===== src/rtl/ab_input_conditioner_pkg.sv =====
`default_nettype none
// ============================================================================
// Module   : ab_input_conditioner_pkg
// Purpose  : Shared definitions for the a/b input conditioner.
//            Provides the default debounce interval and the bundle type
//            that carries one channel's conditioned outputs.
// Revision : 1.0 - initial release
// ============================================================================
package ab_input_conditioner_pkg;

    // 10 ms at 100 MHz
    localparam int C_DEFAULT_STABLE_CYCLES = 1000000;

    // Conditioned outputs of a single channel
    typedef struct packed {
        logic clean;
        logic rise;
        logic fall;
    } chan_out_t;

endpackage : ab_input_conditioner_pkg
`default_nettype wire


===== src/rtl/ab_input_conditioner_debounce_channel.sv =====
`default_nettype none
// ============================================================================
// Module   : debounce_channel
// Purpose  : One raw asynchronous input -> two-flop synchronizer -> debounce
//            counter -> clean level with registered rise/fall pulses.
// Ports    : clk   - system clock, rising edge
//            rst_n - asynchronous active-low reset
//            raw   - raw pad input, asynchronous to clk
//            clean - debounced level
//            rise  - one-cycle pulse coincident with clean going 0->1
//            fall  - one-cycle pulse coincident with clean going 1->0
// Revision : 1.0 - initial release
// ============================================================================
module debounce_channel
    import ab_input_conditioner_pkg::*;
#(
    parameter int STABLE_CYCLES = C_DEFAULT_STABLE_CYCLES,
    parameter int CNT_W         = $clog2(STABLE_CYCLES)
) (
    input  logic clk,
    input  logic rst_n,
    input  logic raw,
    output logic clean,
    output logic rise,
    output logic fall
);

    localparam logic [CNT_W-1:0] C_CNT_LAST = CNT_W'(STABLE_CYCLES - 1);

    logic             r_s1;
    logic             r_s2;
    logic [CNT_W-1:0] r_cnt;
    logic             r_clean;
    logic             r_rise;
    logic             r_fall;

    logic             w_differs;
    logic             w_cnt_last;

    // Plain two-flop synchronizer: nothing may sit between r_s1 and r_s2.
    always_ff @(posedge clk or negedge rst_n) begin
        if (!rst_n) begin
            r_s1 <= 1'b0;
            r_s2 <= 1'b0;
        end else begin
            r_s1 <= raw;
            r_s2 <= r_s1;
        end
    end

    assign w_differs  = r_s2 ^ r_clean;
    assign w_cnt_last = (r_cnt == C_CNT_LAST);

    // The counter tracks how many consecutive samples have disagreed with the
    // clean level. Any agreeing sample clears it, so a glitch earns no credit.
    // It saturates by construction: reaching C_CNT_LAST always updates clean
    // and clears the count on the same edge.
    always_ff @(posedge clk or negedge rst_n) begin
        if (!rst_n) begin
            r_cnt   <= '0;
            r_clean <= 1'b0;
            r_rise  <= 1'b0;
            r_fall  <= 1'b0;
        end else begin
            r_rise <= 1'b0;
            r_fall <= 1'b0;
            if (!w_differs) begin
                r_cnt <= '0;
            end else if (!w_cnt_last) begin
                r_cnt <= r_cnt + CNT_W'(1);
            end else begin
                r_cnt   <= '0;
                r_clean <= r_s2;
                r_rise  <= r_s2;
                r_fall  <= ~r_s2;
            end
        end
    end

    assign clean = r_clean;
    assign rise  = r_rise;
    assign fall  = r_fall;

endmodule : debounce_channel
`default_nettype wire


===== src/rtl/ab_input_conditioner.sv =====
`default_nettype none
// ============================================================================
// Module   : ab_input_conditioner
// Purpose  : Conditions the raw a/b board inputs for the two-input logic
//            stage: synchronize, debounce, and flag every clean-level edge.
// Ports    : clk, rst_n        - clock / asynchronous active-low reset
//            a_raw, b_raw      - raw asynchronous pad inputs
//            a, b              - debounced levels
//            a_rise, a_fall    - one-cycle edge pulses for a
//            b_rise, b_fall    - one-cycle edge pulses for b
//            ab_change         - OR of all four edge pulses
// Revision : 1.0 - initial release
// ============================================================================
module ab_input_conditioner
    import ab_input_conditioner_pkg::*;
#(
    parameter int STABLE_CYCLES = C_DEFAULT_STABLE_CYCLES,
    parameter int CNT_W         = $clog2(STABLE_CYCLES)
) (
    input  logic clk,
    input  logic rst_n,
    input  logic a_raw,
    input  logic b_raw,
    output logic a,
    output logic b,
    output logic a_rise,
    output logic a_fall,
    output logic b_rise,
    output logic b_fall,
    output logic ab_change
);

    chan_out_t w_a_out;
    chan_out_t w_b_out;

    debounce_channel #(
        .STABLE_CYCLES (STABLE_CYCLES),
        .CNT_W         (CNT_W)
    ) u_chan_a (
        .clk   (clk),
        .rst_n (rst_n),
        .raw   (a_raw),
        .clean (w_a_out.clean),
        .rise  (w_a_out.rise),
        .fall  (w_a_out.fall)
    );

    debounce_channel #(
        .STABLE_CYCLES (STABLE_CYCLES),
        .CNT_W         (CNT_W)
    ) u_chan_b (
        .clk   (clk),
        .rst_n (rst_n),
        .raw   (b_raw),
        .clean (w_b_out.clean),
        .rise  (w_b_out.rise),
        .fall  (w_b_out.fall)
    );

    assign a      = w_a_out.clean;
    assign b      = w_b_out.clean;
    assign a_rise = w_a_out.rise;
    assign a_fall = w_a_out.fall;
    assign b_rise = w_b_out.rise;
    assign b_fall = w_b_out.fall;

    // Simultaneous a/b updates merge into a single strobe cycle.
    assign ab_change = w_a_out.rise | w_a_out.fall | w_b_out.rise | w_b_out.fall;

endmodule : ab_input_conditioner
`default_nettype wire


===== config.mk =====
export PLATFORM = sky130hd
export DESIGN_NAME = ab_input_conditioner
export DESIGN_NICKNAME = d
export VERILOG_FILES = /design/src/rtl/ab_input_conditioner_pkg.sv /design/src/rtl/ab_input_conditioner_debounce_channel.sv /design/src/rtl/ab_input_conditioner.sv
export SDC_FILE = /design/constraint.sdc
export NUM_CORES = 1
export LEC_CHECK = 0
export ABC_CLOCK_PERIOD_IN_PS = 2200
export BUFFER_PORTS_ARGS = -buffer_cell sky130_fd_sc_hd__buf_2
export CAP_MARGIN = 20
export CORE_ASPECT_RATIO = 1.4
export CORE_MARGIN = 2
export CORE_UTILIZATION = 45
export DETAILED_ROUTE_END_ITERATION = 10
export HOLD_SLACK_MARGIN = 0.08
export PLACE_DENSITY = 0.62
export SYNTH_ARGS = -nofsm -noshare
export SYNTH_HDL_FRONTEND = slang
export SYNTH_SLANG_ARGS = --single-unit

===== constraint.sdc =====
create_clock -name clk -period 2.2 [get_ports clk]
set_input_delay 0.55 -clock clk [delete_from_list [all_inputs] [get_ports clk]]
set_output_delay 0.55 -clock clk [all_outputs]
set_load 0.05 [all_outputs]

=== Word level (Yosys, flattened, before mapping) ===
Cells that the tools add are included.

* Bits in registers: 50
* ROM bits: 0
* Logic and storage cells: 37
* Input port bits: 4
* Latch bits: 0
* Output and inout bits: 7
* Memories: 0
* RAM bits: 0

* Multiplexer cells: 12
* Div/mod/pow operators: 0
* Eq/ne operators: 2
* Order comparisons: 0
* Reductions and logical operators: 2
* Multipliers: 0
* Bitwise operators: 7
* Shift-type cells: 0
* Add/subtract/negate cells: 2

{| class="wikitable"
|+ Operators by type and width
! cell !! count
|-
| $mux 20 || 4
|-
| $add 20x1->20 const B || 2
|-
| $eq 20x20->1 const B || 2
|-
| $mux 1 || 8
|-
| $reduce_and 2->1 || 2
|-
| $or 1x1->1 || 3
|-
| $not 1->1 || 2
|-
| $xor 1x1->1 || 2
|}

=== Depth between registers and ports, before layout ===
* Word-level depth: 3
* Mapped depth: 7
* Depth with buffers taken out: 5

=== By module ===
A second synthesis with hierarchy kept.

* Cells, all modules: 233
* Area, all modules: 2354.8 sq um

{| class="wikitable"
|+ Modules (own cells, without submodules)
! module !! cells each !! area an instance (sq um) !! times used
|-
| debounce_channel || 116 || 1173.6 || 2
|-
| ab_input_conditioner || 1 || 7.5 || 1
|}

=== Worst setup path after synthesis ===
OpenSTA, ideal clock, no wires.

* Path kind: register -> register
* Start point: reg u_chan_a.r_cnt[0]
* End point: reg u_chan_a.r_cnt[18]
* Library setup time: 0.078 ns
* Arrival time: 1.929 ns
* Stages on the path, launching flop included: 7
* Setup slack: 0.193 ns
* Cells stage by stage: dfrtp_1 > ha_1 > nand2_1 > or4_1 > buf_2 > or4_1 > a21oi_1

* Word-level cells in the longest chain between the ends: 3
* Elaborated cells on any way between the ends: 4
* Those cells by class: 1 x add/sub; 1 x eq/ne; 2 x mux

{| class="wikitable"
|+ RTL lines
! item !! RTL line !! text
|-
| start, declared || ab_input_conditioner_debounce_channel.sv:32 || <nowiki>logic [CNT_W-1:0] r_cnt;</nowiki>
|-
| start signal, assigned || ab_input_conditioner_debounce_channel.sv:70 || <nowiki>r_cnt <= r_cnt + CNT_W'(1);</nowiki>
|-
| $add 20x1->20 or $eq 20x20->1 (tied branches) || ab_input_conditioner_debounce_channel.sv:70, ab_input_conditioner_debounce_channel.sv:52 ||
|-
| $mux 20 * || ab_input_conditioner_debounce_channel.sv:69 || <nowiki>end else if (!w_cnt_last) begin</nowiki>
|-
| $mux 20 * || ab_input_conditioner_debounce_channel.sv:67 || <nowiki>if (!w_differs) begin</nowiki>
|}

Every way passes the cells marked *; elsewhere a longest branch is shown, timed or not.
A chain may end at the register's enable or synchronous reset.

=== Worst setup path after layout ===
* Start point: reg u_chan_a.r_cnt[6]
* End point: reg u_chan_a.r_cnt[17]

The elaborated chain is that of the path after synthesis.

==> metrics <==
outcome=complete, no violations; Max Slew Vio Count=0; post-route ant nets=0; number of synthesized flops with an enable pin=0; Die ar.=5750 µm²; cell count after synthesis=226; final-report setup violation count=0; TritonCTS Sinks=50; CP arrival=2.26 ns; Die H=89.0 µm; Nets=248; Setup CP Type=register to register; # diodes=0; Initial Util=47.2%; R2R setup slack=0.16 ns; # hold bufs at CTS=0; I/O pin count=11; DRC=0; first drt pass iteration count=4; synth unique cells=32; area grow syn2layout=11.4%; Pint=around 1300 µW; crit start category=register; Seq pwr share=57.9%; core region area=4920 µm²; fin crit period=2.04 ns; Worst setup EP type=register; H-tree depth=2; Synth area leaders=dfrtp_1 54%, xor2_1 4.5%, xnor2_1 4.2%, nor2_1 4.0%, a21oi_1 3.2%; final hold violation count=0; number of port buffers=10; largest net degree at the start of global routing=25; worst rel slew slack=63.8%; vias in the first global route=between 1500 and 2000; Cell Area, Synth=2320 µm²; Clk pwr share=38.6%; antenna violations before repair=0; first-pass GRT wire length=7610 µm; Post-Route WL=around 4300 µm; Leak=0.00107 µW; RSZ-0062 raised after global routing=no; sw frac=20.7%; top cell type's share of synthesized area=53.9%; Via density=5.45; Die X=64.7 µm; sequential area share after synthesis=53.9%; CTS max path bufs=2; final design utilization=between 50% and 60%; Crit Path Max Fanout=8; CTS tree=done; wire length per cell=13.9 µm; synthesized area per cell=10.3 µm²; total grt overflow=0; Total GRT Usage=approximately 17%; Synth Warn #=0; Reg clk slew, reported paths=0.09 ns; vias after detailed routing=1672; Setup Buffers After CTS=0; Post-synth ARST share=100%; Root Driver=clkbuf_8; CTS buffer count=5; Reg2Reg Launch Point=u_chan_a.r_cnt[6]; Rows=30; Worst EP required=2.43 ns; maximum vdd drop=0.388 mV; Comb pwr share=3.5%; worst setup path start=u_chan_a.r_cnt[6]; commonest register cell after synthesis=dfrtp_1; Worst-Margin Slew=about 0.54 ns; most frequent cells in the layout=50 x dfrtp_1, 25 x nor2_1, 15 x a21oi_1; fillers=roughly 450; worst-case clock skew=between 0.003 and 0.004 ns; Achievable Freq=490 MHz; clock latency on the worst-skew pair=slightly below 0.3 ns; Psw=337 µW; leading cell type in the layout, fill and taps excluded=dfrtp_1; fraction of final layout cells sized beyond drive strength 1=14.0%; Worst Hold Class=primary input to asynchronous set/reset pin; Detailed Place HPWL=3140 µm; Max Cap Violations=0; routability cong.=0.745; Syn Nets=between 200 and 250; PwrDens=630 nW/µm²; #FFs+latches synth=50; first-iteration detailed-routing DRC count=31; final setup TNS=0 ns; Yosys top cell by area=dfrtp_1; period utilization=92.7%
==> worst max-delay path, stage by stage (launching register included) <==
cell     delay [ns]
dfrtp_1        0.45
nand4_1        0.21
or4_1          0.67
or4b_1         0.50
a21oi_1        0.15
==> state kept, by name, summed over array words and instances, names as in the netlist <==
name            flops
u_chan_a.clean      1
u_chan_a.fall       1
u_chan_a.r_cnt     20
u_chan_a.r_s1       1
u_chan_a.r_s2       1
u_chan_a.rise       1
u_chan_b.clean      1
u_chan_b.fall       1
u_chan_b.r_cnt     20
u_chan_b.r_s1       1
u_chan_b.r_s2       1
u_chan_b.rise       1
==> cell usage after synthesis (all sizes together), types with 3 or more instances <==
cell type / number
dfrtp: 50
nor2: 25
a21oi: 15
nand3: 12
xor2: 12
xnor2: 11
nand2: 10
o21ai: 10
or3: 10
nand4: 9
or4: 8
and3: 7
inv: 7
o31ai: 7
clkbuf: 6
nor3b: 5
nor3: 3
nor4: 3
or2: 3
==> per-stage QoR <==
| step | total power (µW) | hold slack, ns | setup slack (ns) | cell area, µm² | cells |
|---|---|---|---|---|---|
| global placement | 1020 | 0.335 | 0.220 | 2470 | 299 |
| global route | 1710 | 0.263 | 0.0578 | 2580 | 307 |
| finish | 1630 | 0.230 | 0.160 | 2580 | 307 |
| detailed placement | 1020 | 0.346 | 0.158 | 2470 | 299 |
| floorplan | 981 | 0.254 | 0.193 | 2320 | 226 |
| CTS | 1650 | 0.250 | 0.131 | 2580 | 307 |
==> path summary, 6_finish.rpt <==
check	endpoint	cells after the start
setup / recovery	u_chan_a.r_cnt[17]	4
hold / removal	u_chan_a.r_cnt[17]	1
setup reg to reg	u_chan_a.r_cnt[17]	4
hold reg to reg	u_chan_b.r_s2	0
max in group asynchronous	u_chan_a.fall	2
min in group clk	u_chan_b.r_s2	0
==> cell type report <==
type                    instances  area [µm²]  share of cell area (%)
repair buffers                 17         103                    3.97
multi-input cells             161        1010                    39.2
clock inverters                 2        37.5                    1.45
inverters                       7        26.3                    1.02
flip-flops and latches         50        1250                    48.4
clock buffers                   6        72.6                    2.81
well taps                      64        80.1                    3.10
==> layer usage <==
layer  up-vias  track usage [%]  part of all wire, %
li1        836                -                    -
met1       819             19.0                   42
met2        13             31.5                   55
met3         4             4.28                  2.3
met4         0             6.77                 0.94
met5         -                0                    0
==> cell families after synthesis <==
family | Yosys count | synth area share [%]
and+or+nand+nor | 102 | 24.9
DFF | 50 | 53.9
AOI/OAI and AO/OA | 32 | 7.87
xor gates and xnor gates | 23 | 8.68
buffers and inverters | 15 | 2.54
muxes | 2 | 0.971
adders and majority gates | 2 | 1.08
==> power groups by stage <==
stage | sequential, µW | combinational [µW] | clock [µW]
floorplan | 958 | 23.4 | 0
global placement | 959 | 59.5 | 0
finish | 942 | 56.7 | 628
global route | 945 | 68.4 | 700
detailed placement | 960 | 58.6 | 0
CTS | 942 | 59.3 | 647
==> repair_timing <==
item                                    CTS  global route
endpoints found under the hold margin     0             0
gates resized for setup                   0             1
endpoints found under the setup margin    0             1
(Power assumes the default switching activity.)
